File: src/rtl/tt_sweep_if.sv
// rtl/tt_sweep_if.sv - host/gate handshake bundle for the truth-table sweep controller
interface tt_sweep_if;
  logic       start;
  logic       abort;
  logic [2:0] gate_in;
  logic       gate_out;
  logic       busy;
  logic       done;
  logic [7:0] result;
  logic       match;
  logic       glitch;

  // Sweep controller side
  modport slave (
    input  start, abort, gate_out,
    output gate_in, busy, done, result, match, glitch
  );

  // Host plus gate-under-test side
  modport master (
    output start, abort, gate_out,
    input  gate_in, busy, done, result, match, glitch
  );
endinterface

File: src/rtl/tt_sweep_ctrl.sv
// rtl/tt_sweep_ctrl.sv - sweeps a 3-input gate through all rows and captures its truth-table code
module tt_sweep_ctrl #(
  parameter logic [7:0] EXPECTED = 8'h08,
  parameter int         SETTLE   = 4
) (
  input  logic       clk,
  input  logic       reset,
  tt_sweep_if.slave  bus
);

  typedef enum logic [1:0] {
    ST_IDLE,
    ST_SETTLE,
    ST_SAMPLE,
    ST_DONE
  } state_t;

  localparam logic [7:0] CNT_LAST = 8'(SETTLE - 1);

  state_t     state_q, state_d;
  logic [2:0] row_q;
  logic [7:0] cnt_q;
  logic       last_out_q;
  logic [2:0] gate_in_q;
  logic       busy_q;
  logic       done_q;
  logic [7:0] result_q;
  logic       match_q;
  logic       glitch_q;

  // State register
  always_ff @(posedge clk) begin
    if (reset) state_q <= ST_IDLE;
    else       state_q <= state_d;
  end

  // Next-state: abort beats every forward transition once a sweep is running
  always_comb begin
    state_d = state_q;
    case (state_q)
      ST_IDLE:   if (bus.start) state_d = ST_SETTLE;
      ST_SETTLE: begin
        if (bus.abort)             state_d = ST_IDLE;
        else if (cnt_q == CNT_LAST) state_d = ST_SAMPLE;
      end
      ST_SAMPLE: begin
        if (bus.abort)          state_d = ST_IDLE;
        else if (row_q == 3'd7) state_d = ST_DONE;
        else                    state_d = ST_SETTLE;
      end
      ST_DONE:   state_d = ST_IDLE;
      default:   state_d = ST_IDLE;
    endcase
  end

  // Datapath: row/settle counters, capture of gate_out and registered outputs
  always_ff @(posedge clk) begin
    if (reset) begin
      row_q      <= 3'd0;
      cnt_q      <= 8'd0;
      last_out_q <= 1'b0;
      gate_in_q  <= 3'd0;
      busy_q     <= 1'b0;
      done_q     <= 1'b0;
      result_q   <= 8'd0;
      match_q    <= 1'b0;
      glitch_q   <= 1'b0;
    end else begin
      done_q <= 1'b0;
      if (state_q != ST_IDLE && bus.abort) begin
        busy_q    <= 1'b0;
        gate_in_q <= 3'd0;
        result_q  <= 8'd0;
        match_q   <= 1'b0;
      end else begin
        case (state_q)
          ST_IDLE: begin
            if (bus.start) begin
              row_q     <= 3'd0;
              cnt_q     <= 8'd0;
              result_q  <= 8'd0;
              match_q   <= 1'b0;
              glitch_q  <= 1'b0;
              busy_q    <= 1'b1;
              gate_in_q <= 3'd0;
            end
          end
          ST_SETTLE: begin
            cnt_q      <= cnt_q + 8'd1;
            last_out_q <= bus.gate_out;
          end
          ST_SAMPLE: begin
            // Row k lands in bit 7-k so the code reads like the gate module names
            result_q[3'd7 - row_q] <= bus.gate_out;
            if (bus.gate_out != last_out_q) glitch_q <= 1'b1;
            if (row_q != 3'd7) begin
              row_q     <= row_q + 3'd1;
              cnt_q     <= 8'd0;
              gate_in_q <= row_q + 3'd1;
            end
          end
          ST_DONE: begin
            done_q    <= 1'b1;
            busy_q    <= 1'b0;
            match_q   <= (result_q == EXPECTED);
            gate_in_q <= 3'd0;
          end
          default: ;
        endcase
      end
    end
  end

  assign bus.gate_in = gate_in_q;
  assign bus.busy    = busy_q;
  assign bus.done    = done_q;
  assign bus.result  = result_q;
  assign bus.match   = match_q;
  assign bus.glitch  = glitch_q;

endmodule
File: src/flat_wrapper.sv
// flat-port wrapper written by rule: the top's interface ports become plain ports
module tt_sweep_ctrl_flat 
#(
  parameter logic [7:0] EXPECTED = 8'h08,
  parameter int         SETTLE   = 4
)
  (clk, reset, bus_start, bus_abort, bus_gate_out, bus_gate_in, bus_busy, bus_done, bus_result, bus_match, bus_glitch);
  tt_sweep_if bus_i ();
  input  logic clk;
  input  logic reset;
  input wire logic [$bits(bus_i.start)-1:0] bus_start;
  input wire logic [$bits(bus_i.abort)-1:0] bus_abort;
  input wire logic [$bits(bus_i.gate_out)-1:0] bus_gate_out;
  output wire logic [$bits(bus_i.gate_in)-1:0] bus_gate_in;
  output wire logic [$bits(bus_i.busy)-1:0] bus_busy;
  output wire logic [$bits(bus_i.done)-1:0] bus_done;
  output wire logic [$bits(bus_i.result)-1:0] bus_result;
  output wire logic [$bits(bus_i.match)-1:0] bus_match;
  output wire logic [$bits(bus_i.glitch)-1:0] bus_glitch;
  assign bus_i.start = bus_start;
  assign bus_i.abort = bus_abort;
  assign bus_i.gate_out = bus_gate_out;
  assign bus_gate_in = bus_i.gate_in;
  assign bus_busy = bus_i.busy;
  assign bus_done = bus_i.done;
  assign bus_result = bus_i.result;
  assign bus_match = bus_i.match;
  assign bus_glitch = bus_i.glitch;
  tt_sweep_ctrl #(.EXPECTED(EXPECTED), .SETTLE(SETTLE)) u_core (.clk(clk), .reset(reset), .bus(bus_i));
endmodule
File: config.mk
export PLATFORM = sky130hd
export DESIGN_NAME = tt_sweep_ctrl_flat
export DESIGN_NICKNAME = d
export VERILOG_FILES = /design/src/rtl/tt_sweep_if.sv /design/src/rtl/tt_sweep_ctrl.sv /design/src/flat_wrapper.sv
export SDC_FILE = /design/constraint.sdc
export NUM_CORES = 1
export LEC_CHECK = 0
export ABC_CLOCK_PERIOD_IN_PS = 4800
export CAP_MARGIN = 20
export CORE_MARGIN = 10
export CORE_UTILIZATION = 45
export DETAILED_ROUTE_END_ITERATION = 7
export GPL_ROUTABILITY_DRIVEN = 0
export GPL_TIMING_DRIVEN = 0
export PLACE_DENSITY = 0.67
export SYNTH_ARGS = -nofsm -noshare
export SYNTH_HDL_FRONTEND = slang
export SYNTH_SLANG_ARGS = --single-unit
File: constraint.sdc
create_clock -name clk -period 4.8 [get_ports clk]
set_input_delay 0.96 -clock clk [delete_from_list [all_inputs] [get_ports clk]]
set_output_delay 0.96 -clock clk [all_outputs]
set_load 0.005 [all_outputs]
# == After elaboration in Yosys (flattened, before gate mapping) ==
# Index checks and enable logic that the tools add are counted.
# word_totals
reg_bits,29
latchBits,0
mem_bits_rw,0
mem_bits_ro,0
in_bits,5
output_inout_bits,15
word_cells,69
memories,0
# op_classes
add_sub_neg,3
mul,0
n_div,0
order_cmp,2
n_eq_ne,12
shifts,0
muxes,24
bitwise,1
reduce_logical,17
# op_table
cell,n
8-bit one-hot mux with 3 select lines,1
8-bit two-way mux,2
8-bit one-hot mux with 2 select lines,1
4-bit AND reduction,3
2-bit two-way mux,5
3-bit one-hot mux with 3 select lines,1
"8-bit by 1-bit adder with 8-bit output, second input constant",1
8-bit bitwise mux,1
"8-bit by 2-bit == test with 1-bit output, second input constant",1
"8-bit by 4-bit == test with 1-bit output, second input constant",1
2-bit one-hot mux with 4 select lines,1
2-bit AND reduction,4
3-bit two-way mux,2
1-bit one-hot mux with 2 select lines,3
3-bit one-hot mux with 2 select lines,1
2-bit nonzero test,3
3-bit nonzero test,2
1-bit two-way mux,5
"2-bit == test, second input constant",2
"3-bit by 4-bit less-than comparator with 1-bit output, second input constant",1
"2-bit by 1-bit != test with 1-bit output, second input constant",2
"3-bit by 1-bit adder with 3-bit output, second input constant",1
1-bit demux with 3-bit select,1
"3-bit == test, second input constant",1
12 further kinds,13

# == Longest topological paths before layout ==
# Gate-level depths: netlist of run 1.
# depth
word_depth,7
depth_mapped,6
depth_no_buf,6

# == Worst setup path after synthesis of run 1 ==
# No wires, ideal clock.
# synth_timing
kind,input to register
start,input bus_abort
end,register u_core.cnt_q[7]
setup_time_ps,70
arrival_time_ps,2298
t_required_ps,4730
setup_slack_ps,2432
cell_stages,5
n_path_buf,1
cell_sequence,buf_4 -> or4b_1 -> a31o_1 -> or3_1 -> a21oi_1
# synth_between
elab_chain_len,3
# synth_lines
item,line,rtl
start: declaration,flat_wrapper.sv:12,input wire logic [$bits(bus_i.abort)-1:0] bus_abort;
1-bit logical AND,tt_sweep_ctrl.sv:70,if (state_q != ST_IDLE && bus.abort) begin
1-bit inverter (no line),-,
4-bit AND reduction (no line),-,
end signal: assignment,tt_sweep_ctrl.sv:89,cnt_q <= cnt_q + 8'd1;
end: declaration,tt_sweep_ctrl.sv:22,logic [7:0] cnt_q;
# Every way passes these cells.
# A chain may end at the register's enable or synchronous reset.

# == Worst setup path in the final report of run 1 ==
# layout_timing
start,input bus_start
end,register u_core.cnt_q[6]
# layout_between
elab_chain_len,2
# layout_lines
item,line,rtl
start: declaration,flat_wrapper.sv:11,input wire logic [$bits(bus_i.start)-1:0] bus_start;
2-bit != test (no line),-,
4-bit AND reduction (no line),-,
# Every way passes these cells.

==> results.md, run 1 <==
* Hold crit path type: reg -> reg
* Ports at 20
* Clk_skew at 0.00902 ns
* Max Slew Vio Count at 0
* Grt ovf at 0
* Setup slack at placement at 1.86 ns
* PwrDens at 256 nW/um^2
* Diode count at 0
* # setup viols final at 0
* Most common cell in the synthesized netlist: dfxtp_1
* Synth cell count leaders: dfxtp_1 (29), nor2_1 (19), a21oi_1 (18)
* Hold path depth at 2
* Max Clk Rate at 383 MHz
* Clock edge transition at the registers on the reported setup and hold paths at 0.09 ns
* Port Buf Inserts at 16
* Post-Syn Area at 1380 um^2
* Critical path, cell by cell: clkdlybuf4s50_1 > nor3b_2 > nor3_1 > or4_1 > a21oi_1
* Stages on the worst setup path at 5
* Vias per cell at 5.75
* Crit path capture: u_core.cnt_q[6]$_SDFFE_PP0P_
* Setup crit start: bus_start
* Net count after synthesis at 169
* Wirelength per Cell at 15.5 um
* Vias in the first global route at 1156
* Reg2reg path depth at 6
* Number of fill cells at 296
* Clock latency on the worst-skew pair at 0.33 ns
* Syn_area_per_cell at 8.60 um^2
* Syn-to-layout area delta at 18.1%
* Root Driver: clkbuf_4
* R2R Path End: u_core.cnt_q[6]$_SDFFE_PP0P_
* Post-CTS sizing at 0
* Post-layout minimum cycle time at 2.61 ns
* Global-route wire length before repair at 5540 um
* Slowest stage delay, CP at 0.53 ns
* Hold_buf cts at 0
* Synth Flop Type: dfxtp_1
* Flops & latches, synth at 29
* CTS sink cnt at 29
* Share of cells above drive strength 1 at 0.0486
* Worst Path Arrival at 2.87 ns
* Post-Syn Instances at 161
* Worst EP required at 5.07 ns
* Worst-Margin Slew at 0.557 ns
* Worst VDD drop at 162 uV
* Max_cap viols at 0
* Final WS setup at 2.19 ns
* Final #Nets at 192
* Share of the synthesized area in the top cell type at 0.420
* R2r setup slk at 2.42 ns
* DR iter-0 viols at 91
* DP HPWL at 2430 um
* Post-synthesis sequential area ratio at 0.420
* H-tree levels at 2
* Drc violations at 0
* Placed Cells at 210
* Row count at 20
* Final cell count without fillers at 218
* RSZ-0062 raised after global routing: false
* Final WL at 3370 um
* Crit-path leading delay family: simple AND/OR/NAND/NOR gates
* Yosys top cell by area: dfxtp_1
* Antenna viol nets, final at 0
* Crit start category: input port
* Initial antenna violation count at 0
* Bufs and invs on worst path at 1
* GRT Total Usage at 0.125
* Number of synthesized flops with an enable pin at 0
* CTS tree: done
* Worst-case clock buffer depth at 2
* TritonRoute pass-1 iters at 4
* Fin crit share at 0.543
* Setup bufs post-CTS at 0
* Slew margin rel. at 0.626
* Core area at 3000 um^2
* Total die area at 5690 um^2
* Num CTS Buffers at 5
* Slowest stage cell, crit path: or4_1
* Fin Setup TNS at 0 ns
* Yosys warning total at 0
* Final hold vios at 0
* CP max FO at 7
* Crit end category: register
* Netlist cell types at 37
* DIE HEIGHT at 75.5 um
* Ys async rst share at 0
* Largest net degree at the start of global routing at 11
* WS Path Type: in -> reg
* Initial core utilization at 0.461
* Via count at 1253
* Die span in x at 75.5 um
* Status: completed
* Area contributors post-synth: dfxtp_1 (42%), a21oi_1 (6.5%), nor2_1 (5.2%), mux2i_1 (4.3%), o211ai_1 (3.3%)
* Worst r2r src: u_core.row_q[1]$_SDFFE_PP0P_
* LEAKAGE at 0.558 nW
## routing by layer
metal | GRT usage | routed length [um] | vias up
met4 | 0.0454 | 44 | 0
met2 | 0.197 | 1620 | 27
li1 | - | - | 633
met3 | 0.0534 | 189 | 6
met5 | 0 | 0 | -
met1 | 0.147 | 1520 | 587
## stage by stage
stage	hold WS, ns	util	power, mW	instance area, um^2
2_1_floorplan	0.448	-	0.275	1380
3_3_place_gp	0.455	0.528	0.283	1590
3_5_place_dp	0.463	0.528	0.284	1590
4_1_cts	0.475	0.544	0.421	1630
5_1_grt	0.502	0.544	0.436	1630
6_report	0.470	0.544	0.419	1630
## registers in the layout (all words and copies together), names as in the netlist
register / flops
u_core.bus.busy: 1
u_core.bus.done: 1
u_core.bus.gate_in: 3
u_core.bus.glitch: 1
u_core.bus.match: 1
u_core.bus.result: 8
u_core.cnt_q: 8
u_core.last_out_q: 1
u_core.row_q: 3
u_core.state_q: 2
## how the worst min path moves through the flow
stage                                         from                              to
global placement     u_core.bus.match$_SDFFE_PP0P_   u_core.bus.match$_SDFFE_PP0P_
floorplan           u_core.last_out_q$_SDFFE_PP0P_  u_core.last_out_q$_SDFFE_PP0P_
finish              u_core.last_out_q$_SDFFE_PP0P_  u_core.last_out_q$_SDFFE_PP0P_
global route         u_core.bus.match$_SDFFE_PP0P_   u_core.bus.match$_SDFFE_PP0P_
detailed placement  u_core.last_out_q$_SDFFE_PP0P_  u_core.last_out_q$_SDFFE_PP0P_
CTS                 u_core.last_out_q$_SDFFE_PP0P_  u_core.last_out_q$_SDFFE_PP0P_
## layout make-up
cell class / count / area, um^2 / area share
Buffer: 9 / 37.5 / 0.0230
Multi-Input combinational cell: 122 / 762 / 0.466
Timing Repair Buffer: 16 / 160 / 0.0980
Clock buffer: 8 / 48.8 / 0.0299
Inverter: 1 / 3.75 / 0.00230
Sequential cell: 29 / 581 / 0.355
Tap cell: 33 / 41.3 / 0.0253
## cells by family (layout without fill, tap and decap cells)
group	after synthesis	count (layout)	synth area share
multiplexers	6	6	0.0434
AND/OR/NAND/NOR	70	70	0.281
adder cells (fa/ha/maj)	3	3	0.0271
buffers and inverters	10	34	0.0298
flip-flops	29	29	0.420
XOR/XNOR	5	5	0.0316
AO/OA/AOI/OAI	38	38	0.167
## worst register-to-register path, stage by stage (launching register included)
cell and delay (ns):
dfxtp_1 0.42, ha_1 0.24, ha_1 0.28, nor4b_2 0.52, nor3_1 0.21, or4_1 0.53, a21oi_1 0.14
## layout by cell type, fill, tap and decap left out, drive strengths merged, types with 2 or more instances in the layout
master         netlist  final
or3                  5      5
and2                 2      2
nor2b                3      3
nand4                5      5
nor4                 2      2
a21oi               18     18
nor3b                2      2
nor4b                3      3
or3b                 2      2
o31ai                2      2
o311ai               2      2
o211ai               6      6
nand3                7      7
nand2                7      7
nor2                19     19
clkdlybuf4s50        0     16
o21ai                5      5
xor2                 4      4
buf                  2      2
nor3                 5      5
ha                   3      3
mux2i                6      6
clkbuf               7     15
dfxtp               29     29
nand2b               6      6
## power by group
part           internal (mW)  switching, mW
logic                 0.0124         0.0208
registers              0.243        0.00281
clock network         0.0583         0.0813
total                  0.314          0.105
(Power assumes the default switching activity.)
==> run 2: changes to the inputs <==
--- a/config.mk
+++ b/config.mk
@@ -5,7 +5,7 @@
 export SDC_FILE = /design/constraint.sdc
 export NUM_CORES = 1
 export LEC_CHECK = 0
-export ABC_CLOCK_PERIOD_IN_PS = 4800
+export ABC_CLOCK_PERIOD_IN_PS = 2600
 export CAP_MARGIN = 20
 export CORE_MARGIN = 10
 export CORE_UTILIZATION = 45
==> constraint.sdc (replaced) <==
create_clock -name clk -period 2.6 [get_ports clk]
set_input_delay 0.52 -clock clk [delete_from_list [all_inputs] [get_ports clk]]
set_output_delay 0.52 -clock clk [all_outputs]
set_load 0.005 [all_outputs]
==> results of run 2 <==
The final DEF is identical to that of run 1. Status: completed.
Main changes from that run: setup slack after placement 1.86 ns -> 0.103 ns; setup slack after layout 2.19 ns -> 0.220 ns; start point of the critical path bus_start -> u_core.row_q[1]$_SDFFE_PP0P_; register-to-register setup slack 2.42 ns -> 0.22 ns; total power 0.419 mW -> 0.773 mW; worst IR drop on VDD 162 uV -> 299 uV
==> run 3: changes to the inputs <==
--- a/config.mk
+++ b/config.mk
@@ -7,12 +7,14 @@
 export LEC_CHECK = 0
 export ABC_CLOCK_PERIOD_IN_PS = 2600
 export CAP_MARGIN = 20
-export CORE_MARGIN = 10
+export CORE_MARGIN = 3
 export CORE_UTILIZATION = 45
 export DETAILED_ROUTE_END_ITERATION = 7
 export GPL_ROUTABILITY_DRIVEN = 0
 export GPL_TIMING_DRIVEN = 0
+export HOLD_SLACK_MARGIN = 0.1
 export PLACE_DENSITY = 0.67
+export REMOVE_ABC_BUFFERS = 1
 export SYNTH_ARGS = -nofsm -noshare
 export SYNTH_HDL_FRONTEND = slang
 export SYNTH_SLANG_ARGS = --single-unit
==> run 3 against run 2 <==
- fmax increased by 2.9%
- flip-flop and latch count did not move
- register-to-register slack improved by 0.07 ns
- clock power up 21%
- routed wire length is 10% lower
- design area is 0.69% higher
- critical path type unchanged
- largest cell class unchanged
==> results.md, run 3 (synthesis gave the netlist of run 1 again) <==
* Grt ovf at 0 (unchanged)
* Worst-case clock buffer depth at 2 (unchanged)
* Sw Ratio at 0.241
* Hold_buf cts at 0 (unchanged)
* Row count at 19 (-5.0%)
* Final cell count without fillers at 210 (-3.7%)
* Fin crit share at 0.889
* GRT Total Usage at 0.186 (+0.0611)
* Worst Path Arrival at 2.57 ns
* H-tree levels at 2 (unchanged)
* Via count at 1238 (-1.2%)
* Placed Cells at 202 (-3.8%)
* Largest net degree at the start of global routing at 18 (+7)
* Port Buf Inserts at 19 (+3)
* Diode count at 0 (unchanged)
* Hold crit path type: reg -> reg
* DP HPWL at 2180 um (-10%)
* Initial core utilization at 0.485 (+0.0243)
* Post-CTS sizing at 0 (unchanged)
* Fin Setup TNS at 0 ns (unchanged)
* CTS tree: done
* Syn-to-layout area delta at 18.9%
* WS Path Type: reg -> reg
* Ports at 20 (unchanged)
* PwrDens at 504 nW/um^2
* Vias in the first global route at 1151 (-0.43%)
* Pint at 629 uW
* Total die area at 3780 um^2 (-34%)
* Drc violations at 0 (unchanged)
* CTS sink cnt at 29 (unchanged)
* Max Clk Rate at 432 MHz
* DIE HEIGHT at 61.5 um (-19%)
* Final instance area at 1650 um^2 (+0.69%)
* # setup viols final at 0 (unchanged)
* LEAKAGE at 0.570 nW (+2.2%)
* Setup bufs post-CTS at 0 (unchanged)
* Crit end category: register
* Vias per cell at 5.90 (+2.6%)
* Worst-Margin Slew at 0.587 ns (+0.0298 ns)
* DP Area at 1580 um^2 (-0.63%)
* Commonest non-fill, non-tap cell in the layout: dfxtp_1
* Share of cells above drive strength 1 at 0.0615 (+0.0128)
* Final #Nets at 186 (-3.1%)
* Clock latency on the worst-skew pair at 0.33 ns (about the same)
* Seq pwr share at 0.552 (-0.036)
* Status: completed
* CP max FO at 10
* Reg2reg path depth at 6 (unchanged)
* Clk_skew at 0.00910 ns (+0.0000848 ns)
* DR iter-0 viols at 84 (-7.7%)
* Die span in x at 61.5 um (-19%)
* Root Driver: clkbuf_4
* Global-route wire length before repair at 5210 um (-6.0%)
* TritonRoute pass-1 iters at 4 (unchanged)
* Post-layout minimum cycle time at 2.31 ns
* Worst EP required at 2.86 ns
* Hold path depth at 2 (unchanged)
* RSZ-0062 raised after global routing: false
* Clock edge transition at the registers on the reported setup and hold paths at 0.10 ns (about the same)
* Num CTS Buffers at 5 (unchanged)
* Max_cap viols at 0 (unchanged)
* Initial antenna violation count at 0 (unchanged)
* Number of fill cells at 277 (-6.4%)
* Area of the multi-input gates at 762 um^2 (unchanged)
* Register area at 581 um^2 (unchanged)
* Worst VDD drop at 335 uV
* Core area at 2850 um^2 (-5.0%)
* Final hold vios at 0 (unchanged)
* Antenna viol nets, final at 0 (unchanged)
* Wirelength per Cell at 14.4 um (-6.5%)
* Clk pwr share at 0.378 (+0.045)
* Most frequent cells in the layout: dfxtp_1 (29), nor2_1 (19), clkdlybuf4s50_1 (19)
* Comb pwr share at 0.070 (-0.009)
* Crit start category: register
* P_sw at 199 uW
* Max Slew Vio Count at 0 (unchanged)
* Slew margin rel. at 0.606 (-0.0200)
* Final WL at 3030 um (-10%)
-- run 3: critical path, stage by stage (launching register included) --
cell and delay, ns:
dfxtp_1 0.41, ha_1 0.24, ha_1 0.27, or4b_1 0.56
a31o_1 0.28, or3_1 0.35, a21oi_1 0.14
-- run 3: through the flow --
| stage | hold WS (ns) | power [mW] | setup slack, ns | util |
|---|---|---|---|---|
| 2_1_floorplan | 0.442 | 0.500 | 0.468 | - |
| 3_3_place_gp | 0.453 | 0.523 | 0.119 | 0.552 |
| 3_5_place_dp | 0.464 | 0.526 | 0.0325 | 0.552 |
| 4_1_cts | 0.476 | 0.840 | 0.289 | 0.577 |
| 5_1_grt | 0.504 | 0.870 | 0.160 | 0.577 |
| 6_report | 0.471 | 0.829 | 0.288 | 0.577 |
-- run 3: layer usage --
metal  track usage  vias up  wire (um)  share of wire
li1              -      622          -              -
met1         0.261      586       1470           0.48
met2         0.260       28       1380           0.46
met3        0.0545        2        160          0.053
met4        0.0879        0         17         0.0056
met5             0        -          0              0
-- run 3: final timing paths --
path	endpoint	slack (ns)	startpoint
max	u_core.cnt_q[7]$_SDFFE_PP0P_	0.29	u_core.row_q[0]$_SDFFE_PP0P_
min	u_core.bus.match$_SDFFE_PP0P_	0.47	u_core.bus.match$_SDFFE_PP0P_
max reg2reg	u_core.cnt_q[7]$_SDFFE_PP0P_	0.29	u_core.row_q[0]$_SDFFE_PP0P_
min reg2reg	u_core.bus.match$_SDFFE_PP0P_	0.47	u_core.bus.match$_SDFFE_PP0P_
-- run 3: layout make-up --
type	instances	area share
Clock buffer	7	0.0395
Timing Repair Buffer	19	0.116
Tap cell	31	0.0236
Sequential cell	29	0.353
Clock inverter	1	0.00304
Inverter	1	0.00228
Multi-Input combinational cell	122	0.463
-- run 3: power by group through the flow --
stage / sequential, mW / combinational [mW] / clock [mW]
CTS: 0.457 / 0.0584 / 0.324
finish: 0.457 / 0.0581 / 0.313
global route: 0.459 / 0.0647 / 0.346
floorplan: 0.466 / 0.0342 / 0
global placement: 0.467 / 0.0562 / 0
detailed placement: 0.468 / 0.0581 / 0
